[src/rtl/bus_arbiter.sv]
// Two-port Wishbone arbiter: a fetch port (s1) and a load/store port (s2) share one
// pipelined master bus, with round-robin tie breaking and an outstanding-request limit.
module bus_arbiter #(
   parameter int MAX_OUTSTANDING = 4
) (
   input  logic        clk_i,
   input  logic        rst_i,
   input  logic [31:0] s1_wb_adr_i,
   input  logic [31:0] s1_wb_dat_i,
   output logic [31:0] s1_wb_dat_o,
   input  logic        s1_wb_we_i,
   input  logic [3:0]  s1_wb_sel_i,
   input  logic        s1_wb_stb_i,
   output logic        s1_wb_ack_o,
   input  logic        s1_wb_cyc_i,
   output logic        s1_wb_stall_o,
   input  logic [31:0] s2_wb_adr_i,
   input  logic [31:0] s2_wb_dat_i,
   output logic [31:0] s2_wb_dat_o,
   input  logic        s2_wb_we_i,
   input  logic [3:0]  s2_wb_sel_i,
   input  logic        s2_wb_stb_i,
   output logic        s2_wb_ack_o,
   input  logic        s2_wb_cyc_i,
   output logic        s2_wb_stall_o,
   output logic [31:0] m_wb_adr_o,
   output logic [31:0] m_wb_dat_o,
   output logic        m_wb_we_o,
   output logic [3:0]  m_wb_sel_o,
   output logic        m_wb_stb_o,
   output logic        m_wb_cyc_o,
   input  logic [31:0] m_wb_dat_i,
   input  logic        m_wb_ack_i,
   input  logic        m_wb_stall_i
);

   typedef enum logic [1:0] {
      IDLE   = 2'd0,
      OWN_S1 = 2'd1,
      OWN_S2 = 2'd2
   } state_t;

   localparam logic       OWNER_S1 = 1'b0;
   localparam logic       OWNER_S2 = 1'b1;
   localparam logic [3:0] MAX_OUT  = 4'(MAX_OUTSTANDING);

   state_t     state_r;
   logic       last_owner_r;
   logic [3:0] outstanding_r;
   logic [3:0] outstanding_next_s;
   logic       limit_s;
   logic       accept_s;

   // Read data is broadcast; only the owner's ack qualifies it.
   assign s1_wb_dat_o = m_wb_dat_i;
   assign s2_wb_dat_o = m_wb_dat_i;

   // Master-bus mux and requester handshakes, selected by the current owner.
   always_comb begin
      m_wb_adr_o    = 32'd0;
      m_wb_dat_o    = 32'd0;
      m_wb_we_o     = 1'b0;
      m_wb_sel_o    = 4'd0;
      m_wb_stb_o    = 1'b0;
      m_wb_cyc_o    = 1'b0;
      s1_wb_stall_o = 1'b1;
      s2_wb_stall_o = 1'b1;
      s1_wb_ack_o   = 1'b0;
      s2_wb_ack_o   = 1'b0;
      limit_s       = (outstanding_r == MAX_OUT);
      case (state_r)
         OWN_S1: begin
            m_wb_adr_o    = s1_wb_adr_i;
            m_wb_dat_o    = s1_wb_dat_i;
            m_wb_we_o     = s1_wb_we_i;
            m_wb_sel_o    = s1_wb_sel_i;
            m_wb_cyc_o    = s1_wb_cyc_i;
            m_wb_stb_o    = s1_wb_stb_i & ~limit_s;
            s1_wb_stall_o = m_wb_stall_i | limit_s;
            s1_wb_ack_o   = m_wb_ack_i;
         end
         OWN_S2: begin
            m_wb_adr_o    = s2_wb_adr_i;
            m_wb_dat_o    = s2_wb_dat_i;
            m_wb_we_o     = s2_wb_we_i;
            m_wb_sel_o    = s2_wb_sel_i;
            m_wb_cyc_o    = s2_wb_cyc_i;
            m_wb_stb_o    = s2_wb_stb_i & ~limit_s;
            s2_wb_stall_o = m_wb_stall_i | limit_s;
            s2_wb_ack_o   = m_wb_ack_i;
         end
         default: begin
            m_wb_cyc_o = 1'b0;
         end
      endcase
   end

   // Outstanding count: accept and ack in the same cycle cancel; saturates at 0 and the limit.
   always_comb begin
      accept_s           = m_wb_stb_o & ~m_wb_stall_i;
      outstanding_next_s = outstanding_r;
      if (accept_s && !m_wb_ack_i && (outstanding_r < MAX_OUT)) begin
         outstanding_next_s = outstanding_r + 4'd1;
      end else if (!accept_s && m_wb_ack_i && (outstanding_r != 4'd0)) begin
         outstanding_next_s = outstanding_r - 4'd1;
      end else begin
         outstanding_next_s = outstanding_r;
      end
   end

   // Ownership FSM; dropping cyc always releases the bus and abandons any outstanding requests.
   always_ff @(posedge clk_i or posedge rst_i) begin
      if (rst_i) begin
         state_r       <= IDLE;
         outstanding_r <= 4'd0;
         last_owner_r  <= OWNER_S2;
      end else begin
         case (state_r)
            IDLE: begin
               outstanding_r <= 4'd0;
               if (s1_wb_cyc_i && s2_wb_cyc_i) begin
                  if (last_owner_r == OWNER_S2) begin
                     state_r      <= OWN_S1;
                     last_owner_r <= OWNER_S1;
                  end else begin
                     state_r      <= OWN_S2;
                     last_owner_r <= OWNER_S2;
                  end
               end else if (s1_wb_cyc_i) begin
                  state_r      <= OWN_S1;
                  last_owner_r <= OWNER_S1;
               end else if (s2_wb_cyc_i) begin
                  state_r      <= OWN_S2;
                  last_owner_r <= OWNER_S2;
               end else begin
                  state_r <= IDLE;
               end
            end
            OWN_S1: begin
               if (!s1_wb_cyc_i) begin
                  state_r       <= IDLE;
                  outstanding_r <= 4'd0;
               end else begin
                  outstanding_r <= outstanding_next_s;
               end
            end
            OWN_S2: begin
               if (!s2_wb_cyc_i) begin
                  state_r       <= IDLE;
                  outstanding_r <= 4'd0;
               end else begin
                  outstanding_r <= outstanding_next_s;
               end
            end
            default: begin
               state_r       <= IDLE;
               outstanding_r <= 4'd0;
            end
         endcase
      end
   end

endmodule

[config.mk]
export PLATFORM = sky130hd
export DESIGN_NAME = bus_arbiter
export DESIGN_NICKNAME = d
export VERILOG_FILES = /design/src/rtl/bus_arbiter.sv
export SDC_FILE = /design/constraint.sdc
export NUM_CORES = 1
export LEC_CHECK = 0
export CORE_AREA = 2 2 123 125
export CTS_CLUSTER_DIAMETER = 120
export DETAILED_ROUTE_END_ITERATION = 16
export DIE_AREA = 0 0 125 127
export SETUP_SLACK_MARGIN = 0.02
export SYNTH_ARGS = -nofsm -noshare
export SYNTH_HDL_FRONTEND = slang
export SYNTH_SLANG_ARGS = --single-unit
[constraint.sdc]
create_clock -name clk_i -period 4.3 [get_ports clk_i]
set_clock_uncertainty 0.2 [all_clocks]
set_input_delay 0.645 -clock clk_i [delete_from_list [all_inputs] [get_ports clk_i]]
set_output_delay 0.645 -clock clk_i [all_outputs]
set_load 0.05 [all_outputs]
==> reports/metrics.csv <==
metric;value;unit
status;finished clean;
first drt pass iteration count;4;
Layout area overhead;95.1;%
fmax;269;MHz
HP Class;flip-flop to flip-flop;
max cap viols;0;
IO Port Bufs;220;
CTS tree;built;
synthesis warning total;0;
Clk network pwr share;6.5;%
crit path kind;flip-flop to output port;
routability cong.;0.783;
Residual DRC;0;
Sink Count;7;
vias in the first global route;2741;
WL final;9080;um
wire length per cell;14.7;um
post-DP HPWL;7400;um
setup TNS;0;ns
die area;0.0159;mm^2
RSZ-0062 raised after global routing;no;
die width;125;um
n_diodes;0;
Final Max Slew Viols;0;
peak supply drop;222;uV
die height;127;um
Psw;1.37;mW
Worst Max-Slew Pin Slew;0.667;ns
Worst Path Required;3.45;ns
syn_nets;475;
crit start category;flip-flop;
Mapped Area;0.00208;mm^2
Internal;1.04;mW
filler instances;1548;
final hold vios;0;
Max FO, Critical Path;33;
ratio of cells with drive above 1 in the final layout;3.24;%
hold_buf cts;0;
total CTS buffers;3;
row cnt;44;
multi-input logic area;0.00130;mm^2
CP Cell Sequence;inv_1 -> ha_2 -> buf_4 -> a22oi_1 -> nor2b_1 -> clkdlybuf4s50_1;
CP endpoint kind;output port;
clock root cell;clkbuf_16;
Post-CTS Setup Inserts;0;
largest net degree at the start of global routing;42;
first-pass GRT wire length;13800;um
DR vias;2616;
Flop pwr share;4.0;%
Net Sw Frac;56.9;%
slowest CP cell;clkdlybuf4s50_1;
vias per inst;4.25;
sequential-to-total area share from yosys stat;8.48;%
CP Data Arrival Time;2.87;ns
Final Util;28.1;%
CP peak stage delay;0.82;ns
Cells after Synth;291;
final cycle utilization of the critical path;86.5;%
Pleak;1.34;nW
Mean Syn Cell Area;7.15;um^2
# IOs;317;
initial antenna violation count;0;
Nets;617;
combinational power share;89.5;%
PostCTS Resize Cnt;0;
post-route ant nets;0;
DR iter-0 viols;90;
post-route minimum period;3.72;ns
distinct cell type count after synthesis;30;
Slew HR;55.5;%
CTS max path bufs;2;
Sequential Area;176;um^2
H-tree lvl count;1;
worst skew pair latency;0.23;ns
endpoints failing setup;0;
Initial Utilization;14.4;%
gr ovfl total;0;
core area;0.0144;mm^2
#FFs+latches synth;7;
Clock Pin Slew Worst Setup and Hold Paths;0.03;ns
power density cells;594;mW/mm^2
GRT Total Usage;10.4;%
## cell type report
| cell class | instances | share of cell area, % |
|---|---|---|
| Clock buffer | 4 | 1.94 |
| Inverter | 8 | 0.740 |
| Multi-Input combinational cell | 188 | 32.1 |
| Sequential cell | 7 | 4.35 |
| Tap cell | 184 | 5.67 |
| Timing Repair Buffer | 225 | 55.2 |
## through the flow
stage          setup slack, ns  total power [mW]  instances  instance area, um^2  hold WS [ns]
2_1_floorplan             1.33              1.73        291                 2080         0.248
3_3_place_gp             0.819              2.23        612                 3980         0.318
3_5_place_dp             0.754              2.27        612                 3980         0.326
4_1_cts                  0.494              2.44        616                 4060         0.342
5_1_grt                  0.370              2.56        616                 4060         0.385
6_report                 0.582              2.41        616                 4060         0.346
## layout by cell type (no fill, tap or decap)
master and count:
a21oi_1 3, nor2b_1 71, nand4_1 3, o41ai_1 1, and2_1 2, nand2_1 7
a221o_1 1, a31oi_1 2, nor3_1 1, o2111ai_1 1, nor2_1 4, clkbuf_1 1
a22oi_1 70, inv_1 8, clkdlybuf4s50_1 220, o221a_2 1, o21ai_0 4, a211oi_1 1
and3_1 4, ha_2 3, nand3_1 1, a32oi_1 1, buf_4 5, dfstp_2 1
clkbuf_16 3, mux2_4 1, and3b_1 1, ha_1 3, or4b_1 1, dfrtp_1 6
o211ai_1 1
## layer usage
| metal | wire [um] | track usage, % | vias to the layer above |
|---|---|---|---|
| li1 | - | - | 1248 |
| met2 | 4550 | 19.7 | 157 |
| met4 | 245 | 3.33 | 0 |
| met1 | 3330 | 10.7 | 1179 |
| met5 | 0 | 0 | - |
| met3 | 962 | 3.69 | 32 |
## Yosys cell counts
| library cell | instances | share of area, % |
|---|---|---|
| a211oi_1 | 1 | 0.36 |
| a21oi_1 | 3 | 0.72 |
| a221o_1 | 1 | 0.48 |
| a22oi_1 | 70 | 25 |
| a31oi_1 | 2 | 0.60 |
| a32oi_1 | 1 | 0.42 |
| and2_1 | 2 | 0.60 |
| and3_1 | 4 | 1.2 |
| and3b_1 | 1 | 0.42 |
| buf_1 | 1 | 0.18 |
| buf_4 | 64 | 23 |
| buf_6 | 1 | 0.54 |
| clkbuf_1 | 22 | 4.0 |
| dfrtp_1 | 6 | 7.2 |
| dfstp_2 | 1 | 1.3 |
| ha_1 | 6 | 3.6 |
| inv_1 | 8 | 1.4 |
| mux2_4 | 1 | 0.72 |
| nand2_1 | 7 | 1.3 |
| nand3_1 | 1 | 0.24 |
| nand4_1 | 3 | 0.90 |
| nor2_1 | 4 | 0.72 |
| nor2b_1 | 71 | 21 |
| nor3_1 | 1 | 0.24 |
| o2111ai_1 | 1 | 0.42 |
| o211ai_1 | 1 | 0.36 |
| o21ai_0 | 4 | 0.96 |
| o221a_2 | 1 | 0.54 |
| o41ai_1 | 1 | 0.42 |
| or4b_1 | 1 | 0.48 |
## state kept, by name, indices dropped and copies added (netlist names)
signal,cells
last_owner_r,1
outstanding_r,4
state_r,2
## cells by family after synthesis
group | count (synthesis) | synth area share [%]
adder cells (fa/ha/maj) | 6 | 3.61
buffers and inverters | 96 | 29.2
AND/OR/NAND/NOR | 95 | 27.4
flip-flops | 7 | 8.48
multiplexers | 1 | 0.721
AO/OA/AOI/OAI | 86 | 30.5
## power groups by stage
| stage | logic, mW | registers, mW | clock network [mW] |
|---|---|---|---|
| floorplan | 1.64 | 0.0928 | 0 |
| global placement | 2.14 | 0.0943 | 0 |
| detailed placement | 2.17 | 0.0962 | 0 |
| CTS | 2.18 | 0.0959 | 0.161 |
| global route | 2.30 | 0.0977 | 0.164 |
| finish | 2.16 | 0.0963 | 0.158 |
## final timing paths
check	from	to	slack, ns	depth (start not counted)
worst min register to register	last_owner_r	last_owner_r	0.35	2
worst max-delay path	state_r[0]	m_wb_adr_o[12]	0.58	6
min in group asynchronous	rst_i	outstanding_r[0]	0.45	2
max in group asynchronous	rst_i	last_owner_r	3.18	2
worst min-delay path	last_owner_r	last_owner_r	0.35	2
worst max register to register	state_r[0]	outstanding_r[3]	1.46	6
## worst max-delay path, delay by kind of cell (launching register included)
family	cells	cell delay [ns]
adders and majority gates	1	0.63
DFF	1	0.37
AOI/OAI and AO/OA	1	0.14
and+or+nand+nor	1	0.13
buffers and inverters	3	1.35
No activity file was read; power rests on OpenSTA's default activity.
